===== config.mk =====
export PLATFORM = sky130hd
export DESIGN_NAME = lfsr_add_step
export DESIGN_NICKNAME = d
export VERILOG_FILES = /design/src/rtl/rnd_vec_chk_pkg.sv /design/src/rtl/rnd_vec_chk_lfsr_add_step.sv
export SDC_FILE = /design/constraint.sdc
export NUM_CORES = 1
export LEC_CHECK = 0
export CAP_MARGIN = 10
export CELL_PAD_IN_SITES_DETAIL_PLACEMENT = 0
export CELL_PAD_IN_SITES_GLOBAL_PLACEMENT = 1
export CORE_AREA = 5 5 687 689
export DETAILED_ROUTE_END_ITERATION = 16
export DIE_AREA = 0 0 692 694
export PLACE_DENSITY = 0.3
export SLEW_MARGIN = 10
export SYNTH_ARGS = -nofsm -noshare
export SYNTH_HDL_FRONTEND = slang
export SYNTH_SLANG_ARGS = --single-unit

===== constraint.sdc =====
create_clock -name vclk -period 7.25
set_clock_uncertainty 0.2 [all_clocks]
set_input_delay 1.45 -clock vclk [all_inputs]
set_output_delay 1.45 -clock vclk [all_outputs]
set_load 0.01 [all_outputs]

===== src/rtl/rnd_vec_chk_pkg.sv =====
`default_nettype none
// ============================================================================
// Module      : rnd_vec_chk_pkg
// Description : Shared DRAM-test constants and types. Holds the default
//               geometry of the additive lagged-Fibonacci pattern generator,
//               the read-back checker counter widths and the per-cycle
//               action decode shared by the checker.
// Revision    : 1.0 - initial release
// ============================================================================
package rnd_vec_chk_pkg;

    // Pattern generator / checker defaults
    localparam int DEF_DATA_WIDTH    = 16;
    localparam int DEF_LFSR_LENGTH   = 55;
    localparam int DEF_LFSR_FEEDBACK = 24;
    localparam int DEF_ERRCNT_WIDTH  = 16;

    // Other DRAM-test constants
    localparam int WORD_CNT_WIDTH    = 32;

    // One action per cycle; lower-priority requests are dropped, not queued.
    typedef enum logic [2:0] {
        ACT_IDLE      = 3'd0,
        ACT_SEED      = 3'd1,   // rising edge of init: force s[0][0]
        ACT_INIT_STEP = 3'd2,   // init held: advance generator
        ACT_RESTORE   = 3'd3,
        ACT_SAVE      = 3'd4,
        ACT_CHECK     = 3'd5
    } action_e;

    function automatic action_e decode_action(
        input logic init,
        input logic init_d,
        input logic restore,
        input logic save,
        input logic din_vld
    );
        if (init)         return init_d ? ACT_INIT_STEP : ACT_SEED;
        else if (restore) return ACT_RESTORE;
        else if (save)    return ACT_SAVE;
        else if (din_vld) return ACT_CHECK;
        else              return ACT_IDLE;
    endfunction

endpackage
`default_nettype wire


===== src/rtl/rnd_vec_chk_lfsr_add_step.sv =====
`default_nettype none
// ============================================================================
// Module      : lfsr_add_step
// Description : Combinational next state of the additive lagged-Fibonacci
//               generator. State is a flat vector, word i at
//               [i*DATA_WIDTH +: DATA_WIDTH]; word 0 is the head.
//               new head = s[L-1] + s[F-1], with its LSB forced to 1 while
//               every stored LSB is 0 (keeps the sequence out of the
//               all-even lock-up). Other words shift up by one.
//   state      in  LFSR_LENGTH*DATA_WIDTH  current generator state
//   next_state out LFSR_LENGTH*DATA_WIDTH  state after one step
//   DATA_WIDTH must be at least 2.
// Revision    : 1.0 - initial release
// ============================================================================
module lfsr_add_step
    import rnd_vec_chk_pkg::*;
#(
    parameter int DATA_WIDTH    = DEF_DATA_WIDTH,
    parameter int LFSR_LENGTH   = DEF_LFSR_LENGTH,
    parameter int LFSR_FEEDBACK = DEF_LFSR_FEEDBACK
) (
    input  logic [LFSR_LENGTH*DATA_WIDTH-1:0] state,
    output logic [LFSR_LENGTH*DATA_WIDTH-1:0] next_state
);
    logic [LFSR_LENGTH-1:0] w_lsbs;
    logic [DATA_WIDTH-1:0]  w_sum;
    logic [DATA_WIDTH-1:0]  w_head;

    genvar gi;
    generate
        for (gi = 0; gi < LFSR_LENGTH; gi++) begin : g_lsb
            assign w_lsbs[gi] = state[gi*DATA_WIDTH];
        end
    endgenerate

    assign w_sum  = state[(LFSR_LENGTH-1)*DATA_WIDTH +: DATA_WIDTH]
                  + state[(LFSR_FEEDBACK-1)*DATA_WIDTH +: DATA_WIDTH];
    assign w_head = {w_sum[DATA_WIDTH-1:1], (|w_lsbs) ? w_sum[0] : 1'b1};

    assign next_state = {state[(LFSR_LENGTH-1)*DATA_WIDTH-1:0], w_head};
endmodule
`default_nettype wire


==> flow_metrics.env <==
export IMPL_status="complete, no violations"
export IMPL_hold_path_endpoint="next_state[164]"
export IMPL_synth_compound_area_frac=0.0363
export IMPL_drv_cap=0
export IMPL_hold_class="input pin to primary output"
export IMPL_cp_buffers_inverters=3
export IMPL_synth_seq_area_share=0
export IMPL_grt_setup_unrepaired="false"
export IMPL_grt_max_degree=12
export IMPL_avgViaCountPerCell=0.647
export IMPL_syn_inst=988
export IMPL_syn_nets=1884
export IMPL_fp_dieW_um=692
export IMPL_seqPwrFrac=0
export IMPL_ir_worst_vdd_uv=12.9
export IMPL_synth_top_area_share=0.875
export IMPL_cp_startpoint="state[864]"
export IMPL_grt_pass1_vias=4096
export IMPL_drt_iter0_drc=242
export IMPL_coreArea_mm2=0.465
export IMPL_row_count=251
export IMPL_crit_slowest_cell="clkdlybuf4s50_1"
export IMPL_path_cells="clkdlybuf4s50_1 > ha_1 > fa_1 > a21o_1 > a31oi_2 > buf_4 > o21ba_2 > o21ai_1 > xor2_1 > clkdlybuf4s50_1"
export IMPL_cp_arrival_ns=4.56
export IMPL_design_seq_count=0
export IMPL_clock_power_share=0
export IMPL_initial_core_util=0.0159
export IMPL_setup_tns_ns=0
export IMPL_antenna_found_initial=65
export IMPL_finalSetupViolCount=0
export IMPL_max_freq_mhz=161
export IMPL_wl_per_cell_um=37.4
export IMPL_worstHoldStart="state[148]"
export IMPL_die_h_um=694
export IMPL_seq_area_um2=0
export IMPL_synth_simple_gate_area_share=0.0381
export IMPL_p_sw_uw=151
export IMPL_io_pins=1760
export IMPL_worst_pin_slew_ns=0.694
export IMPL_die_area_mm2=0.480
export IMPL_finalMaxSlewViolations=0
export IMPL_final_cells=6517
export IMPL_multi_input_area_um2=900
export IMPL_muxShareOfSynthArea=0.00270
export IMPL_antenna_left=0
export IMPL_synth_top_family_by_area="buffers and inverters"
export IMPL_cts_hold_buffers=0
export IMPL_drc_errors=0
export IMPL_vias=4217
export IMPL_synth_cell_types=36
export IMPL_path_max_fanout=3
export IMPL_nClkBuffers=0
export IMPL_internal_power_uw=140
export IMPL_power_total_uw=291
export IMPL_hold_depth=0
export IMPL_p_leak_nw=1.06
export IMPL_hold_viol=0
export IMPL_overflow=0
export IMPL_path_class="input pin to primary output"
export IMPL_fin_crit_ns=6.21
export IMPL_drive_gt1_frac=0.0678
export IMPL_cp_required_ns=5.60
export IMPL_dp_cells=6493
export IMPL_timing_hold_ws_ns=2.70
export IMPL_io_buffers=170
export IMPL_cellPowerDensity_mw_per_mm2=27.8
export IMPL_track_usage=0.0967
export IMPL_cts_resized=0
export IMPL_layout_area_overhead_vs_synth_pct=41.3
export IMPL_slew_headroom=0.537
export IMPL_synth_area_leader_cell="buf_4"
export IMPL_yosysWarnings=0
export IMPL_crit_path_max_incr_delay_ns=0.60
export IMPL_layout_nets=1193
export IMPL_startpoint_type="input pin"
export IMPL_synthAdderAreaFrac=0.0280
export IMPL_end_kind="primary output"
export IMPL_crit_path_frequent_cell="clkdlybuf4s50_1"
export IMPL_synth_area_leaders="buf_4, ha_1, nor4_1"
export IMPL_gp_routability_congestion=0.706
export IMPL_nFillCells=55770
export IMPL_grt_first_pass_wirelength_um=255000
export IMPL_post_route_period_util=0.856
export IMPL_dr_pass1_iters=4
export IMPL_routed_wl_um=244000
export IMPL_p_comb_frac=1.000
export IMPL_dp_hpwl_um=237000
export IMPL_syn_cell_area_mm2=0.00741
export IMPL_cp_top_family="buffers and inverters"
export IMPL_synth_xor_xnor_area_share=0.0154
export IMPL_postCtsSetupBuffers=0
export IMPL_syn_avg_cell_area_um2=7.50
export IMPL_swShare=0.519
cell type report:
| class | count | share of cell area |
|---|---|---|
| Tap cell | 6198 | 0.741 |
| Timing Repair Buffer | 177 | 0.168 |
| Multi-Input combinational cell | 117 | 0.0859 |
| Antenna cell | 24 | 0.00573 |
| Inverter | 1 | 0.000358 |
metal layers:
| layer | track usage | vias up | part of all wire |
|---|---|---|---|
| li1 | - | 873 | - |
| met1 | 0.0208 | 1268 | 0.076 |
| met2 | 0.145 | 1762 | 0.42 |
| met3 | 0.208 | 298 | 0.45 |
| met4 | 0.0367 | 16 | 0.050 |
| met5 | 0.00690 | - | 0.0021 |
per-stage QoR:
stage	worst slack, ns	utilization	cell area (um^2)
2_1_floorplan	2.64	-	7410
3_3_place_gp	0.905	0.0224	10400
3_5_place_dp	0.909	0.0224	10400
4_1_cts	0.898	0.0224	10400
5_1_grt	0.834	0.0225	10500
6_report	1.04	0.0225	10500
Yosys cell counts (2+ instances only):
| cell | n |
|---|---|
| a31oi_1 | 2 |
| nand3_1 | 6 |
| nor4_1 | 14 |
| buf_2 | 6 |
| xor2_1 | 6 |
| o21ai_1 | 4 |
| o21ai_0 | 2 |
| nand4_1 | 5 |
| ha_1 | 15 |
| a21oi_1 | 13 |
| xnor2_1 | 7 |
| a21o_1 | 5 |
| nor3_2 | 4 |
| buf_4 | 864 |
| nor2_1 | 3 |
| o211ai_2 | 2 |
| mux2i_1 | 2 |
| nand2_1 | 10 |
worst max path at each step:
stage | to | slack [ns] | cells past startpoint
2_1_floorplan | next_state[12] | 2.64 | 7
3_3_place_gp | next_state[10] | 0.90 | 10
3_5_place_dp | next_state[10] | 0.91 | 10
4_1_cts | next_state[10] | 0.90 | 10
5_1_grt | next_state[10] | 0.83 | 10
6_report | next_state[10] | 1.04 | 10
power groups by stage:
stage	registers (mW)	logic [mW]	clock network, mW
4_1_cts	0	0.302	0
3_3_place_gp	0	0.304	0
2_1_floorplan	0	0.566	0
6_report	0	0.291	0.000000344
5_1_grt	0	0.319	0.000000343
3_5_place_dp	0	0.300	0
cell usage in the layout (no fill, tap or decap), types with 2 or more instances in the layout:
master             n
mux2i_1            2
xor2_1             6
a21o_1             5
diode_2           24
ha_1              15
clkdlybuf4s50_1  170
nand4_1            5
nor2_1             3
nand3_1            6
buf_4              7
o21ai_1            4
a21oi_1           13
nor3_2             4
o211ai_2           2
xnor2_1            7
o21ai_0            2
nand2_1           10
nor4_1            14
cells by family after synthesis:
family / count (synthesis)
buffers and inverters: 871
and+or+nand+nor: 47
AOI/OAI and AO/OA: 39
adders and majority gates: 16
xor gates and xnor gates: 13
muxes: 2
(Power assumes the default switching activity.)
